--- src/rtl/zigbee_pkg.sv ---
// Shared types and constants for the 802.15.4 symbol deframer.
package zigbee_pkg;

  // One recovered O-QPSK symbol.
  localparam int SYMBOL_W = 4;

  // Start-of-frame delimiter. The low nibble goes on air first.
  localparam logic [7:0] SFD_DEFAULT = 8'hA7;

  // Largest PSDU that the 7-bit PHR length field can describe.
  localparam int MAX_PSDU = 127;
  localparam int LEN_W    = $clog2(MAX_PSDU + 1);

  // States of the framing FSM.
  typedef enum logic [2:0] {
    ST_HUNT,
    ST_SFD_HI,
    ST_PHR_LO,
    ST_PHR_HI,
    ST_PAY_LO,
    ST_PAY_HI
  } state_e;

  // Builds a byte from two symbols. The low symbol is the first one received.
  function automatic logic [7:0] join_nibbles(input logic [SYMBOL_W-1:0] hi,
                                              input logic [SYMBOL_W-1:0] lo);
    return {hi, lo};
  endfunction

endpackage

--- src/rtl/zigbee_nibble_reader.sv ---
// Drains the elastic FIFO read port at one symbol per two cycles at most.
// A read is issued, then the next cycle is spent consuming the returned data.
module zigbee_nibble_reader
  import zigbee_pkg::*;
#(
  parameter int DATA_WIDTH = SYMBOL_W
) (
  input  logic                  i_clk,
  input  logic                  i_rst,
  input  logic                  i_empty,
  input  logic [DATA_WIDTH-1:0] i_data,
  output logic                  o_rd_en,
  output logic                  o_nib_valid,
  output logic [DATA_WIDTH-1:0] o_nib
);

  logic pending_q;
  logic pending_d;

  // Never read an empty FIFO, and never read while a read is still in flight.
  // Reset also holds the request low, so every output is 0 while in reset.
  assign o_rd_en   = !i_empty && !pending_q && !i_rst;
  assign pending_d = o_rd_en;

  // The FIFO returns data one cycle after the read. Track that cycle here.
  always_ff @(posedge i_clk or posedge i_rst) begin
    if (i_rst) begin
      pending_q <= 1'b0;
    end else begin
      // NOTE: sequential state uses non-blocking (<=) assignment. Every flop then samples pre-edge values.
      pending_q <= pending_d;
    end
  end

  assign o_nib_valid = pending_q;
  assign o_nib       = i_data;

endmodule

--- src/rtl/zigbee_deframer.sv ---
// 802.15.4 deframer. It hunts for the preamble and SFD, reads the PHR length,
// and reassembles the payload symbols into a byte stream with sof/eof markers.
module zigbee_deframer
  import zigbee_pkg::*;
#(
  parameter int         DATA_WIDTH       = SYMBOL_W,
  parameter int         PREAMBLE_NIBBLES = 8,
  parameter logic [7:0] SFD_VALUE        = SFD_DEFAULT,
  parameter int         TIMEOUT_CYCLES   = 1024
) (
  input  logic                  i_clk,
  input  logic                  i_rst,
  input  logic                  i_empty,
  input  logic [DATA_WIDTH-1:0] i_data,
  output logic                  o_rd_en,
  output logic [7:0]            o_byte,
  output logic                  o_byte_valid,
  output logic                  o_sof,
  output logic                  o_eof,
  output logic [LEN_W-1:0]      o_len,
  output logic                  o_len_valid,
  output logic                  o_sync_err,
  output logic                  o_frame_err,
  output logic                  o_busy
);

  localparam int                ZCNT_W   = $clog2(PREAMBLE_NIBBLES + 1);
  localparam logic [ZCNT_W-1:0] ZCNT_MAX = ZCNT_W'(PREAMBLE_NIBBLES);
  localparam int                IDLE_W   = $clog2(TIMEOUT_CYCLES);
  localparam logic [IDLE_W-1:0] IDLE_MAX = IDLE_W'(TIMEOUT_CYCLES - 1);

  // Symbol stream coming from the FIFO handshake.
  logic [DATA_WIDTH-1:0] rd_nib;
  logic                  nib_valid;
  logic [SYMBOL_W-1:0]   nib;

  zigbee_nibble_reader #(
    .DATA_WIDTH(DATA_WIDTH)
  ) u_reader (
    .i_clk      (i_clk),
    .i_rst      (i_rst),
    .i_empty    (i_empty),
    .i_data     (i_data),
    .o_rd_en    (o_rd_en),
    .o_nib_valid(nib_valid),
    .o_nib      (rd_nib)
  );

  assign nib = rd_nib[SYMBOL_W-1:0];

  // Framing state.
  state_e              state_q,  state_d;
  logic [ZCNT_W-1:0]   zcnt_q,   zcnt_d;
  logic [SYMBOL_W-1:0] lo_q,     lo_d;
  logic [LEN_W-1:0]    rem_q,    rem_d;
  logic [IDLE_W-1:0]   idle_q,   idle_d;

  // Registered outputs.
  logic [7:0]          byte_q,       byte_d;
  logic                byte_valid_q, byte_valid_d;
  logic                sof_q,        sof_d;
  logic                eof_q,        eof_d;
  logic [LEN_W-1:0]    len_q,        len_d;
  logic                len_valid_q,  len_valid_d;
  logic                sync_err_q,   sync_err_d;
  logic                frame_err_q,  frame_err_d;
  logic                busy_q,       busy_d;

  logic                timeout;
  logic [LEN_W-1:0]    phr_len;

  // PHR bit 7 is reserved. Only the low seven bits carry the length.
  assign phr_len = {nib[LEN_W-SYMBOL_W-1:0], lo_q};

  // A frame in progress is aborted after too many idle cycles without a symbol.
  assign timeout = (state_q != ST_HUNT) && (idle_q == IDLE_MAX);

  // Next-state logic for the framing FSM, the counters and the output strobes.
  always_comb begin
    // NOTE: every signal written here gets a default first. Some case paths do not assign it, and without a default a latch is inferred.
    state_d      = state_q;
    zcnt_d       = zcnt_q;
    lo_d         = lo_q;
    rem_d        = rem_q;
    byte_d       = byte_q;
    len_d        = len_q;
    busy_d       = busy_q;
    byte_valid_d = 1'b0;
    sof_d        = 1'b0;
    eof_d        = 1'b0;
    len_valid_d  = 1'b0;
    sync_err_d   = 1'b0;
    frame_err_d  = 1'b0;

    if (state_q == ST_HUNT || nib_valid) begin
      idle_d = '0;
    end else begin
      idle_d = idle_q + 1'b1;
    end

    if (timeout) begin
      // The abort takes priority. A symbol that lands in this cycle is dropped.
      state_d     = ST_HUNT;
      zcnt_d      = '0;
      idle_d      = '0;
      busy_d      = 1'b0;
      frame_err_d = 1'b1;
    end else if (nib_valid) begin
      unique case (state_q)
        ST_HUNT: begin
          if (nib == '0) begin
            if (zcnt_q != ZCNT_MAX) zcnt_d = zcnt_q + 1'b1;
          end else if (nib == SFD_VALUE[SYMBOL_W-1:0] && zcnt_q == ZCNT_MAX) begin
            state_d = ST_SFD_HI;
          end else begin
            zcnt_d = '0;
          end
        end
        ST_SFD_HI: begin
          if (nib == SFD_VALUE[7:SYMBOL_W]) begin
            state_d = ST_PHR_LO;
            busy_d  = 1'b1;
          end else if (nib == '0) begin
            // A zero can start a new preamble, so it is counted.
            state_d = ST_HUNT;
            zcnt_d  = ZCNT_W'(1);
          end else begin
            state_d    = ST_HUNT;
            zcnt_d     = '0;
            sync_err_d = 1'b1;
          end
        end
        ST_PHR_LO: begin
          lo_d    = nib;
          state_d = ST_PHR_HI;
        end
        ST_PHR_HI: begin
          if (phr_len == '0) begin
            state_d     = ST_HUNT;
            zcnt_d      = '0;
            busy_d      = 1'b0;
            frame_err_d = 1'b1;
          end else begin
            state_d     = ST_PAY_LO;
            len_d       = phr_len;
            len_valid_d = 1'b1;
            rem_d       = phr_len;
          end
        end
        ST_PAY_LO: begin
          lo_d    = nib;
          state_d = ST_PAY_HI;
        end
        ST_PAY_HI: begin
          byte_d       = join_nibbles(nib, lo_q);
          byte_valid_d = 1'b1;
          sof_d        = (rem_q == len_q);
          eof_d        = (rem_q == LEN_W'(1));
          rem_d        = rem_q - 1'b1;
          if (rem_q == LEN_W'(1)) begin
            state_d = ST_HUNT;
            zcnt_d  = '0;
            busy_d  = 1'b0;
          end else begin
            state_d = ST_PAY_LO;
          end
        end
        default: begin
          state_d = ST_HUNT;
          zcnt_d  = '0;
          busy_d  = 1'b0;
        end
      endcase
    end
  end

  // State and output registers. Reset drops any partial frame without a marker.
  always_ff @(posedge i_clk or posedge i_rst) begin
    if (i_rst) begin
      state_q      <= ST_HUNT;
      zcnt_q       <= '0;
      lo_q         <= '0;
      rem_q        <= '0;
      idle_q       <= '0;
      byte_q       <= '0;
      byte_valid_q <= 1'b0;
      sof_q        <= 1'b0;
      eof_q        <= 1'b0;
      len_q        <= '0;
      len_valid_q  <= 1'b0;
      sync_err_q   <= 1'b0;
      frame_err_q  <= 1'b0;
      busy_q       <= 1'b0;
    end else begin
      state_q      <= state_d;
      zcnt_q       <= zcnt_d;
      lo_q         <= lo_d;
      rem_q        <= rem_d;
      idle_q       <= idle_d;
      byte_q       <= byte_d;
      byte_valid_q <= byte_valid_d;
      sof_q        <= sof_d;
      eof_q        <= eof_d;
      len_q        <= len_d;
      len_valid_q  <= len_valid_d;
      sync_err_q   <= sync_err_d;
      frame_err_q  <= frame_err_d;
      busy_q       <= busy_d;
    end
  end

  assign o_byte       = byte_q;
  assign o_byte_valid = byte_valid_q;
  assign o_sof        = sof_q;
  assign o_eof        = eof_q;
  assign o_len        = len_q;
  assign o_len_valid  = len_valid_q;
  assign o_sync_err   = sync_err_q;
  assign o_frame_err  = frame_err_q;
  assign o_busy       = busy_q;

endmodule

--- config.mk ---
export PLATFORM = sky130hd
export DESIGN_NAME = zigbee_deframer
export DESIGN_NICKNAME = d
export VERILOG_FILES = /design/src/rtl/zigbee_pkg.sv /design/src/rtl/zigbee_nibble_reader.sv /design/src/rtl/zigbee_deframer.sv
export SDC_FILE = /design/constraint.sdc
export NUM_CORES = 1
export LEC_CHECK = 0
export CAP_MARGIN = 20
export CORE_ASPECT_RATIO = 1.25
export CORE_MARGIN = 5
export CORE_UTILIZATION = 50
export CTS_BUF_LIST = sky130_fd_sc_hd__clkbuf_4 sky130_fd_sc_hd__clkbuf_8
export DETAILED_ROUTE_END_ITERATION = 16
export PLACE_DENSITY = 0.72
export SYNTH_ARGS = -nofsm -noshare
export SYNTH_HDL_FRONTEND = slang
export SYNTH_HIERARCHICAL = 1
export SYNTH_SLANG_ARGS = --single-unit
--- constraint.sdc ---
create_clock -name i_clk -period 2.25 [get_ports i_clk]
set_input_delay 0.45 -clock i_clk [delete_from_list [all_inputs] [get_ports i_clk]]
set_output_delay 0.45 -clock i_clk [all_outputs]
set_load 0.1 [all_outputs]
### Yosys cells after proc, flatten, opt, wreduce, memory -nomap -nowiden

Cells that the tools add are included.

| word-level totals | value |
|---|---|
| word-level logic and storage cells | 116 |
| register bits after elaboration | 51 |

| cells by class | value |
|---|---|
| $add $sub $neg | 3 |
| equality and inequality tests | 23 |
| bitwise operators | 2 |
| reduce and logical (&&, ||, !) cells | 23 |
| mux-type cells | 50 |

Operators with widths:

| operator | number |
|---|---|
| 2-to-1 mux 4 bit | 8 |
| 2-to-1 mux 1 bit | 28 |
| 2-to-1 mux 10 bit | 2 |
| one-hot mux 4 bit (5 select lines) | 1 |
| 2-to-1 mux 3 bit | 6 |
| one-hot mux 3 bit (6 select lines) | 1 |
| != test 3 bit (second input constant) | 5 |
| one-hot mux 7 bit (2 select lines) | 1 |
| adder 10 x 1 -> 10 bit (second input constant) | 1 |
| equality test 10 bit (second input constant) | 1 |
| AND reduction 3 bit | 3 |
| equality test 4 bit (second input constant) | 2 |
| != test 4 bit (second input constant) | 2 |
| AND reduction 4 bit | 2 |
| equality test 7 x 1 -> 1 bit (second input constant) | 1 |
| equality test 7 bit | 1 |
| zero test 7 bit | 1 |
| 2-to-1 mux 7 bit | 1 |
| AND reduction 7 bit | 1 |
| subtractor 7 x 1 -> 7 bit (second input constant) | 1 |
| equality test 3 x 2 -> 1 bit (second input constant) | 2 |
| equality test 3 bit (second input constant) | 2 |
| AND reduction 5 bit | 1 |
| adder 4 x 1 -> 4 bit (second input constant) | 1 |
| 18 further kinds | 26 |

### Longest topological paths before layout

Gate-level depths: netlist of run 1.

| logic depth | value |
|---|---|
| depth after elaboration | 7 |
| depth in mapped cells | 7 |

### Modules after synthesis

The synthesis of run 1 kept the hierarchy.

By module, submodules not included:

| module | area each (µm²) | cells an instance | times used |
|---|---|---|---|
| zigbee_deframer | 2560.0 | 238 | 1 |
| zigbee_nibble_reader | 68.8 | 7 | 1 |

### Least setup slack after synthesis of run 1

OpenSTA, ideal clock, no wires.

| path | value |
|---|---|
| path kind | input -> output |
| from | in i_empty |
| to | out o_rd_en |
| data arrival time | 1.655 ns |
| setup slack | 0.145 ns |
| path buffers | 0 |
| stages | 1 |
| required time | 1.800 ns |
| cell sequence | nor3_2 |

| between the ends | value |
|---|---|
| word-level cells in the longest chain between the ends | 3 |

Ends and longest elaborated chain:

| element | RTL line | source |
|---|---|---|
| start, declared | zigbee_deframer.sv:13 | `input logic i_empty,` |
| zero test 1 bit | zigbee_nibble_reader.sv:22 | `assign o_rd_en = !i_empty && !pending_q && !i_rst;` |
| logical AND 1 bit (2 in series) | zigbee_nibble_reader.sv:22 |  |
| end, declared | zigbee_deframer.sv:15 | `output logic o_rd_en,` |

No other way between the ends.

### Worst setup path in the final report of run 1

| path | value |
|---|---|
| from | reg idle_q[0] |
| to | reg lo_q[0] |

| between the ends | value |
|---|---|
| word-level cells in the longest chain between the ends | 4 |

Ends and longest elaborated chain:

| element | RTL line | source |
|---|---|---|
| start, declared | zigbee_deframer.sv:56 | `logic [IDLE_W-1:0] idle_q, idle_d;` |
| start signal, assigned | zigbee_deframer.sv:199 | `idle_q <= idle_d;` |
| equality test 10 bit | zigbee_deframer.sv:76 | `assign timeout = (state_q != ST_HUNT) && (idle_q == IDLE_MAX);` |
| logical AND 1 bit | zigbee_deframer.sv:76 |  |
| NOT 1 bit (no line) | -- |  |
| AND reduction 3 bit (no line) | -- |  |
| end signal, assigned | zigbee_deframer.sv:197 | `lo_q <= lo_d;` |
| end, declared | zigbee_deframer.sv:54 | `logic [SYMBOL_W-1:0] lo_q, lo_d;` |

No other way between the ends.
A chain may end at the register's enable or synchronous reset.

==> results.sh, run 1 <==
export IMPL_nNetsFinal=303
export IMPL_dieArea_um2=6820
export IMPL_crit_chain="ha_1 > nand4_1 > o31ai_2 > buf_4 > or3_1 > mux2_2"
export IMPL_yosysWarningCount=6
export IMPL_slowest_delay_ns=0.40
export IMPL_cp_num_buf_inv=1
export IMPL_finalClockSkew_ns=0.00483
export IMPL_reg2reg_from="idle_q[0]"
export IMPL_setup_tns_ns=0
export IMPL_fp_row_count=29
export IMPL_hold_viol_final=0
export IMPL_clkSinkCount=51
export IMPL_path_delay_family="flip-flops"
export IMPL_grt_antenna_before_repair=0
export IMPL_grt_overflow=0
export IMPL_ir_worst_vdd_mv=0.575
export IMPL_end_kind="flip-flop"
export IMPL_tightest_slew_ns=0.510
export IMPL_grtUsageTotal_pct=17.8
export IMPL_synth_area_leader_cell="dfrtp_1"
export IMPL_synthFlopType="dfrtp_1"
export IMPL_min_period_ns=2.04
export IMPL_drt_vias_per_instance=5.57
export IMPL_vias=1971
export IMPL_grt_start_max_net_pins=51
export IMPL_use_met2_pct=31.5
export IMPL_clkTransAtPathRegs_ns=0.09
export IMPL_arrival_ns=2.22
export IMPL_netlist_instances=245
export IMPL_synth_avg_cell_area_um2=10.7
export IMPL_p_per_area_nw_per_um2=1390
export IMPL_ys_seq_area_share_pct=48.5
export IMPL_drv_slew=0
export IMPL_port_buffers=29
export IMPL_grt_pass1_wl_um=9540
export IMPL_period_share_pct=90.5
export IMPL_r2r_slack_ns=0.21
export IMPL_dp_hpwl_um=4250
export IMPL_hold_class="primary input to async pin"
export IMPL_netlist_area_um2=2630
export IMPL_cp_depth=6
export IMPL_rr_endpoint="lo_q[0]"
export IMPL_die_x_um=74.9
export IMPL_drive_gt1_share_pct=32.2
export IMPL_fin_ws_ns=0.214
export IMPL_fillers=440
export IMPL_leakage_nw=1.43
export IMPL_antenna_left=0
export IMPL_worstSetupPathType="flip-flop to flip-flop"
export IMPL_wl_um=5620
export IMPL_status="finished clean"
export IMPL_ys_ff_latch=51
export IMPL_initial_utilization_pct=51.7
export IMPL_synth_top_area_share_pct=48.5
export IMPL_wire_per_inst_um=15.9
export IMPL_postLayoutCoreUtil_pct=62.0
export IMPL_globalRoute_busiestLayer="met2"
export IMPL_globalRouteMet3Util_pct=2.76
export IMPL_core_area_um2=5080
export IMPL_drt_initial_drc_count=91
export IMPL_slew_headroom_pct=65.9
export IMPL_met1_usage_pct=21.8
export IMPL_fmax_ghz=0.491
export IMPL_cts_root_buf="clkbuf_8"
export IMPL_grt_pass1_vias=1980
export IMPL_synthTopCellsByArea="dfrtp_1, mux2_2, xnor2_1"
export IMPL_final_setup_viol_count=0
export IMPL_cp_start_kind="flip-flop"
export IMPL_insertion_delay_ns=0.30
export IMPL_cp_required_ns=2.44
export IMPL_max_cap_violations=0
export IMPL_remaining_drc_errors=0
export IMPL_dieHeight_um=91.1
export IMPL_synth_nets=257
export IMPL_synth_edff_count=0
export IMPL_post_place_ws_ns=-0.00501
export IMPL_async_flop_share_pct=100
export IMPL_clockBufferDepth=2
export IMPL_area_growth_pct=19.9
export IMPL_critPathSlowestCell="dfrtp_1"
export IMPL_cts_buffers=5
export IMPL_ios=30
export IMPL_cts_tree="done"
export IMPL_ys_types=58
export IMPL_cp_max_fo=4
export IMPL_r2r_cells=6
export IMPL_holdBufCountCts=0
export IMPL_rsz0062_at_grt="false"
export IMPL_htree_levels=2
export IMPL_firstDrtPassIters=4
export IMPL_place_gp_congestion=0.827
export IMPL_diodes=0
export IMPL_worst_hold_slack_ns=0.362
[power breakdown]
part           internal [mW]  switching, mW  leakage (nW)
registers               1.20          0.355         0.656
logic                  0.738           1.52         0.725
clock network          0.280          0.301        0.0505
total                   2.22           2.18          1.43
[cell usage in the layout, fill, tap and decap left out, types with 2 or more instances in the layout]
cell type / count
or3_1: 5
mux2_2: 19
o21ai_0: 13
nor3b_1: 4
xnor2_1: 10
ha_1: 5
dfrtp_1: 51
a21o_2: 2
and3_1: 2
nand4_1: 3
a31oi_1: 2
o31ai_2: 2
nand3_1: 10
nor3_1: 6
nor4_1: 2
nand3b_1: 2
inv_1: 10
clkdlybuf4s50_1: 6
clkbuf_8: 7
buf_4: 44
nor2_1: 22
o2bb2ai_1: 2
xor2_1: 4
a21oi_1: 13
buf_12: 2
nand2_1: 11
[area by class of cell]
class | instances | area [µm²] | share of cell area (%)
Clock inverter | 1 | 7.51 | 0.238
Tap cell | 62 | 77.6 | 2.46
Multi-Input combinational cell | 170 | 1220 | 38.8
Sequential cell | 51 | 1280 | 40.5
Inverter | 11 | 41.3 | 1.31
Clock buffer | 7 | 96.3 | 3.06
Timing Repair Buffer | 52 | 430 | 13.7
[stage by stage]
step	instance area [µm²]	total power [mW]	instances
3_5_place_dp	3050	3.85	346
2_1_floorplan	2630	3.27	245
5_1_grt	3150	4.63	354
4_1_cts	3150	4.44	354
3_3_place_gp	3050	3.80	346
6_report	3150	4.40	354
[cell families after synthesis]
kind of cell / Yosys count / share of synthesized area, %
and+or+nand+nor: 83 / 18.1
AOI/OAI and AO/OA: 48 / 12.9
muxes: 20 / 8.52
buffers and inverters: 24 / 4.95
adders and majority gates: 5 / 2.38
DFF: 51 / 48.5
xor gates and xnor gates: 14 / 4.66
[worst max path at each step]
stage | start | to | slack [ns]
floorplan | i_empty | o_rd_en | 0.14
global placement | i_data[2] | zcnt_q[3] | 0.02
detailed placement | i_data[2] | zcnt_q[3] | -0.005
CTS | idle_q[0] | o_byte[3] | 0.09
global route | idle_q[0] | lo_q[0] | 0.10
finish | idle_q[0] | lo_q[0] | 0.21
[cells in the mapped netlist, types with 2 or more instances]
master	instances
a21o_2	2
a21oi_1	13
a31oi_1	2
and3_1	2
buf_2	3
buf_4	4
clkbuf_1	3
clkbuf_8	2
dfrtp_1	51
ha_1	5
inv_1	11
mux2_2	19
nand2_1	11
nand3_1	10
nand3b_1	2
nand4_1	3
nor2_1	22
nor3_1	6
nor3b_1	4
nor4_1	2
o21ai_0	13
o2bb2ai_1	2
o31ai_2	2
or3_1	5
xnor2_1	10
xor2_1	4
[metal layers]
metal  routed length (µm)  vias up  part of all wire [%]
met5                    0        -                     0
met4                   85        0                   1.5
met3                  171        8                   3.0
met2                 3030       29                    54
met1                 2340      969                    42
li1                     -      965                     -
[sequential cells by signal, indices dropped and copies added (netlist names)]
signal,flops
idle_q,10
o_byte,8
o_len,7
rem_q,7
lo_q,4
zcnt_q,4
state_q,3
o_busy,1
o_byte_valid,1
o_eof,1
o_frame_err,1
o_len_valid,1
o_sof,1
o_sync_err,1
u_reader/o_nib_valid,1
[what timing repair did]
action | in CTS | in global routing
gates resized for setup | 0 | 1
buffers inserted | 0 | 0
endpoints found under the setup margin | 0 | 5
Note: power is estimated with default switching activity, not from simulation.
==> run 2, diff against run 1 <==
--- a/config.mk
+++ b/config.mk
@@ -8,11 +8,12 @@
 export CAP_MARGIN = 20
 export CORE_ASPECT_RATIO = 1.25
 export CORE_MARGIN = 5
-export CORE_UTILIZATION = 50
+export CORE_UTILIZATION = 58
 export CTS_BUF_LIST = sky130_fd_sc_hd__clkbuf_4 sky130_fd_sc_hd__clkbuf_8
 export DETAILED_ROUTE_END_ITERATION = 16
-export PLACE_DENSITY = 0.72
+export PLACE_DENSITY = 0.82
 export SYNTH_ARGS = -nofsm -noshare
 export SYNTH_HDL_FRONTEND = slang
 export SYNTH_HIERARCHICAL = 1
 export SYNTH_SLANG_ARGS = --single-unit
+export TNS_END_PERCENT = 5
==> constraint.sdc (replaced) <==
create_clock -name i_clk -period 2 [get_ports i_clk]
set_input_delay 0.4 -clock i_clk [delete_from_list [all_inputs] [get_ports i_clk]]
set_output_delay 0.4 -clock i_clk [all_outputs]
set_load 0.1 [all_outputs]
==> run 2 against run 1 <==
Against the previous run: total power increased by 22%; routed wire length increased by 9.5%; utilization increased by 14 points; count of clock-buffer cells in the layout decreased by 2; global-route usage increased by 4.0 points; flip-flop and latch count unchanged; non-clock buffer count increased by 14; clock power increased by 46%; register-to-register slack got worse by 0.17 ns; critical path type unchanged; critical endpoint is now zcnt_q[3]; largest cell class unchanged; largest power group unchanged; highest routed layer unchanged.
==> results.sh, run 2 (same netlist as run 1, synthesis figures left out) <==
export IMPL_status="finished clean"
export IMPL_postCtsResizedCells=0
export IMPL_clkTransAtPathRegs_ns=0.09
export IMPL_htree_levels=2
export IMPL_total_power_mw=5.35
export IMPL_clkSinkCount=51
export IMPL_grt_overflow=0
export IMPL_drv_slew=0
export IMPL_grt_antenna_before_repair=0
export IMPL_combPwrFrac_pct=52.8
export IMPL_vias=2056
export IMPL_area_growth_pct=27.6
export IMPL_core_area_um2=4390
export IMPL_antenna_left=0
export IMPL_dp_hpwl_um=4590
export IMPL_cp_max_fo=5
export IMPL_drive_gt1_share_pct=36.3
export IMPL_remaining_drc_errors=0
export IMPL_leakage_nw=1.53
export IMPL_setup_tns_ns=0
export IMPL_hold_viol_final=0
export IMPL_cts_root_buf="clkbuf_8"
export IMPL_cts_buffers=5
export IMPL_startpoint="lo_q[1]"
export IMPL_wire_per_inst_um=16.9
export IMPL_grt_start_max_net_pins=22
export IMPL_grt_pass1_vias=2264
export IMPL_diodes=0
export IMPL_p_sw_share_pct=47.4
export IMPL_final_common_cell="buf_4"
export IMPL_max_cap_violations=0
export IMPL_r2r_cells=5
export IMPL_tightest_slew_ns=0.435
export IMPL_rsz0062_at_grt="true"
export IMPL_clockBufferDepth=2
export IMPL_dieHeight_um=85.3
export IMPL_fmax_ghz=0.511
export IMPL_cp_required_ns=2.20
export IMPL_insertion_delay_ns=0.31
export IMPL_nNetsFinal=317
export IMPL_design_area_um2=3350
export IMPL_drt_vias_per_instance=5.65
export IMPL_cts_setup_buffers=0
export IMPL_hold_class="primary input to async pin"
export IMPL_end_kind="flip-flop"
export IMPL_p_per_area_nw_per_um2=1600
export IMPL_p_int_mw=2.81
export IMPL_ios=30
export IMPL_cp_start_kind="flip-flop"
export IMPL_wl_um=6160
export IMPL_regMostFlops="idle_q"
export IMPL_placed_area_um2=3180
export IMPL_fp_row_count=27
export IMPL_arrival_ns=2.16
export IMPL_grtUsageTotal_pct=21.9
export IMPL_min_period_ns=1.96
export IMPL_drt_initial_drc_count=103
export IMPL_dieArea_um2=5990
export IMPL_period_share_pct=97.8
export IMPL_power_share_clock_pct=15.9
export IMPL_grt_pass1_wl_um=10400
export IMPL_reg2reg_from="lo_q[1]"
export IMPL_cts_tree="done"
export IMPL_firstDrtPassIters=4
export IMPL_place_gp_congestion=0.851
export IMPL_pwr_share_seq_pct=31.3
export IMPL_p_sw_mw=2.54
export IMPL_largest_reg_flops=10
export IMPL_port_buffers=29
export IMPL_ir_worst_vdd_mv=0.732
export IMPL_worstSetupPathType="flip-flop to flip-flop"
export IMPL_holdBufCountCts=0
export IMPL_die_x_um=70.2
export IMPL_layout_common_cells="buf_4, dfrtp_1, nor2_1, mux2_2"
export IMPL_slew_headroom_pct=70.9
export IMPL_final_setup_viol_count=0
export IMPL_initial_utilization_pct=59.9
export IMPL_finalClockSkew_ns=0.00518
[run 2: cell count changes in the layout (fill, tap and decap cells not counted), sizes merged]
| cell | change |
|---|---|
| buf | +14 |
| bufinv | +2 |
| clkbuf | -2 |
[run 2: final timing paths]
check | slack (ns) | endpoint
max | 0.04 | zcnt_q[3]
min | 0.35 | u_reader/o_nib_valid
max reg2reg | 0.04 | zcnt_q[3]
min reg2reg | 0.51 | idle_q[0]
max in group asynchronous | 1.05 | o_byte[3]
min in group i_clk | 0.51 | idle_q[0]
[run 2: per-layer routing]
layer / global-route usage (%) / share of wire, % / wire length (µm)
met1: 23.0 / 37 / 2270
met2: 40.2 / 55 / 3370
met3: 5.09 / 4.1 / 255
met4: 11.1 / 4.2 / 260
met5: 0 / 0 / 0
[run 2: final cells by class]
cell class / count / area, µm²
Clock inverter: 3 / 67.6
Multi-Input combinational cell: 170 / 1270
Timing Repair Buffer: 66 / 561
Tap cell: 58 / 72.6
Inverter: 11 / 41.3
Clock buffer: 5 / 68.8
Sequential cell: 51 / 1280
Fill cell: 302 / 1040
[run 2: power groups by stage]
| stage | registers [mW] | clock network, mW | logic [mW] |
|---|---|---|---|
| final | 1.68 | 0.851 | 2.83 |
| after global routing | 1.72 | 0.909 | 3.02 |
| after CTS | 1.66 | 0.862 | 2.82 |
| after detailed placement | 1.68 | 0 | 2.80 |
| after global placement | 1.66 | 0 | 2.75 |
| after floorplan | 2.68 | 0 | 1.00 |
[run 2: worst max-delay path: stages (launching register included)]
cell and delay (ns):
dfrtp_1 0.45, or4_4 0.57, o211ai_4 0.19, and4_4 0.26
o21ai_2 0.08, a211o_1 0.30
[run 2: per-stage QoR]
step	instances	setup slack, ns	hold WS, ns	util, %
after global placement	356	-0.164	0.484	72.4
after detailed placement	356	-0.197	0.491	72.4
after floorplan	245	-0.00918	0.129	-
after CTS	364	0.000782	0.348	75.5
final	364	0.0435	0.347	76.4
after global routing	364	-0.0278	0.352	76.4
==> edit (config.mk and constraints of run 1) <==
Take the reset off `byte_q` and load it in a clocked block of its own.
--- a/src/rtl/zigbee_deframer.sv
+++ b/src/rtl/zigbee_deframer.sv
@@ -182,7 +182,6 @@
       lo_q         <= '0;
       rem_q        <= '0;
       idle_q       <= '0;
-      byte_q       <= '0;
       byte_valid_q <= 1'b0;
       sof_q        <= 1'b0;
       eof_q        <= 1'b0;
@@ -197,7 +196,6 @@
       lo_q         <= lo_d;
       rem_q        <= rem_d;
       idle_q       <= idle_d;
-      byte_q       <= byte_d;
       byte_valid_q <= byte_valid_d;
       sof_q        <= sof_d;
       eof_q        <= eof_d;
@@ -209,6 +207,10 @@
     end
   end
 
+  always_ff @(posedge i_clk) begin
+    byte_q <= byte_d;
+  end
+
   assign o_byte       = byte_q;
   assign o_byte_valid = byte_valid_q;
   assign o_sof        = sof_q;
Formal check against the unedited RTL: same outputs for any inputs over 10 cycles, from zero or initial values and one cycle with i_rst high; that may be too few to reach the edited logic, so the function may still have changed.
==> edit against run 1 <==
  * Synthesized area decreased by 3.5%
  * Routed wire length shrank 5.1%
  * Sequential cell count unchanged
  * Setup slack worse by 0.034 ns
  * Worst hold slack lost 0.020 ns
  * First-iteration DRC count decreased by 5.5%
  * Design area down 2.1%
  * Critical path depth rose by 2
Power is not compared: it rests on default switching activity, and its combinational part moved more than twofold at a synthesized area within 25%.
==> edit: results (changes against run 1) <==
Cells and area
  – Final-layout fill cell count: 425 (-3.4%)
  – Fraction of layout cells with a size suffix above 1: 28.3% (-3.9 points)
  – Cell Count, Final, Fillers Out: 345 (-2.5%)
  – Nets: 294 (-3.0%)
  – Top reg by flops: idle_q

Pwr
  – Peak supply drop: around 0.00054 V
  – Clk. pwr: 519 uW

Global routing
  – Met3 Usage GRT: 3.01% (+0.24 points)
  – Total GRT Usage: 18.0% (+0.14 points)
  – Grt met1 use: 22.0% (+0.23 points)
  – Met2 usage: 31.1% (-0.41 points)
  – Largest net degree at the start of global routing: 43 (-16%)
  – Global-route wire length before repair: 9060 um (-5.1%)

Worst setup path
  – Worst-path fanout max: 3 (-1)
  – RR Startpoint: rem_q[1]$_DFFE_PP0P_
  – Top delay family on crit path: simple AND/OR/NAND/NOR gates
  – Crit. Startpoint: rem_q[1]$_DFFE_PP0P_
  – Data arrival, critical path: 2.27 ns (+0.05 ns)
  – Worst path max stage delay: between 0.3 and 0.4 ns

Routing
  – DRT met1 WL: 2270 um (-2.8%)
  – Vias: 1,870 (-5.1%)
  – Met2 WL: 2740 um (-9.6%)
  – WL/cell: 15.4 um (-2.7%)
  – Initial DRC Count: 86 (-5.5%)
  – Met3 Wirelength: 205 um (+20%)

Placement
  – Placer Congestion: 0.861 (+4.1%)
  – Placed inst area: 3000 um2 (-1.7%)
  – DP Cell Count: 337 (-2.6%)
  – Post-DP HPWL: 3920 um (-7.9%)
  – Pre-CTS setup slack: -0.147 ns (-0.142 ns)

Yosys
  – Distinct cells, synth: 53 (-8.6%)
  – Syn Nets: 245 (-4.7%)
  – Syn avg cell area: 10.9 um2 (+1.5%)
  – Asr flop ratio synth: 84.3% (-16 points)
  – Post-Synth XOR/XNOR Area: 5.52% (+0.86 points)
  – EDFF count, synth: 8 (+8)
  – Post-synth top cells: dfrtp_1 (43), nor2_1 (27), o21ai_0 (15)
  – Sequential share of the synthesized area: 51.9% (+3.3 points)
  – Area contributors post-synth: dfrtp_1 (42%), edfxtp_1 (9.5%), mux2_2 (4.9%), nor2_1 (4.0%), xnor2_1 (3.8%)
  – Synth Area in Compound Gates: 11.7% (-1.2 points)
  – Synth Area in Adders: 2.47% (+0.086 points)
  – Multiplexer share of the synthesized area: 5.87% (-2.7 points)

Timing
  – Final setup fails: 0 (unchanged)
  – Final Skew: 0.00784 ns (+0.00301 ns)
  – Worst slew margin: 57.4% (-8.5 points)

Outcome
  – Status: finished clean
==> edit: area by class of cell <==
| cell class | count | area, um2 | area share (%) |
|---|---|---|---|
| tap | 62 | 77.6 | 2.51 |
| multi-input combinational | 162 | 1130 | 36.5 |
| clock inverter | 3 | 20.0 | 0.649 |
| sequential | 51 | 1320 | 42.7 |
| inverter | 8 | 30.0 | 0.973 |
| timing repair buffer | 54 | 445 | 14.4 |
| clock buffer | 5 | 68.8 | 2.23 |
==> edit: final timing paths <==
kind / slack (ns) / cells past startpoint / end
min reg2reg: 0.50 / 1 / idle_q[0]$_DFF_PP0_
min: 0.34 / 2 / u_reader/o_nib_valid$_DFF_PP0_
max in group asynchronous: 1.23 / 3 / o_busy$_DFFE_PP0P_
max reg2reg: 0.18 / 8 / zcnt_q[1]$_DFFE_PP0P_
max: 0.18 / 8 / zcnt_q[1]$_DFFE_PP0P_
min in group i_clk: 0.50 / 1 / idle_q[0]$_DFF_PP0_
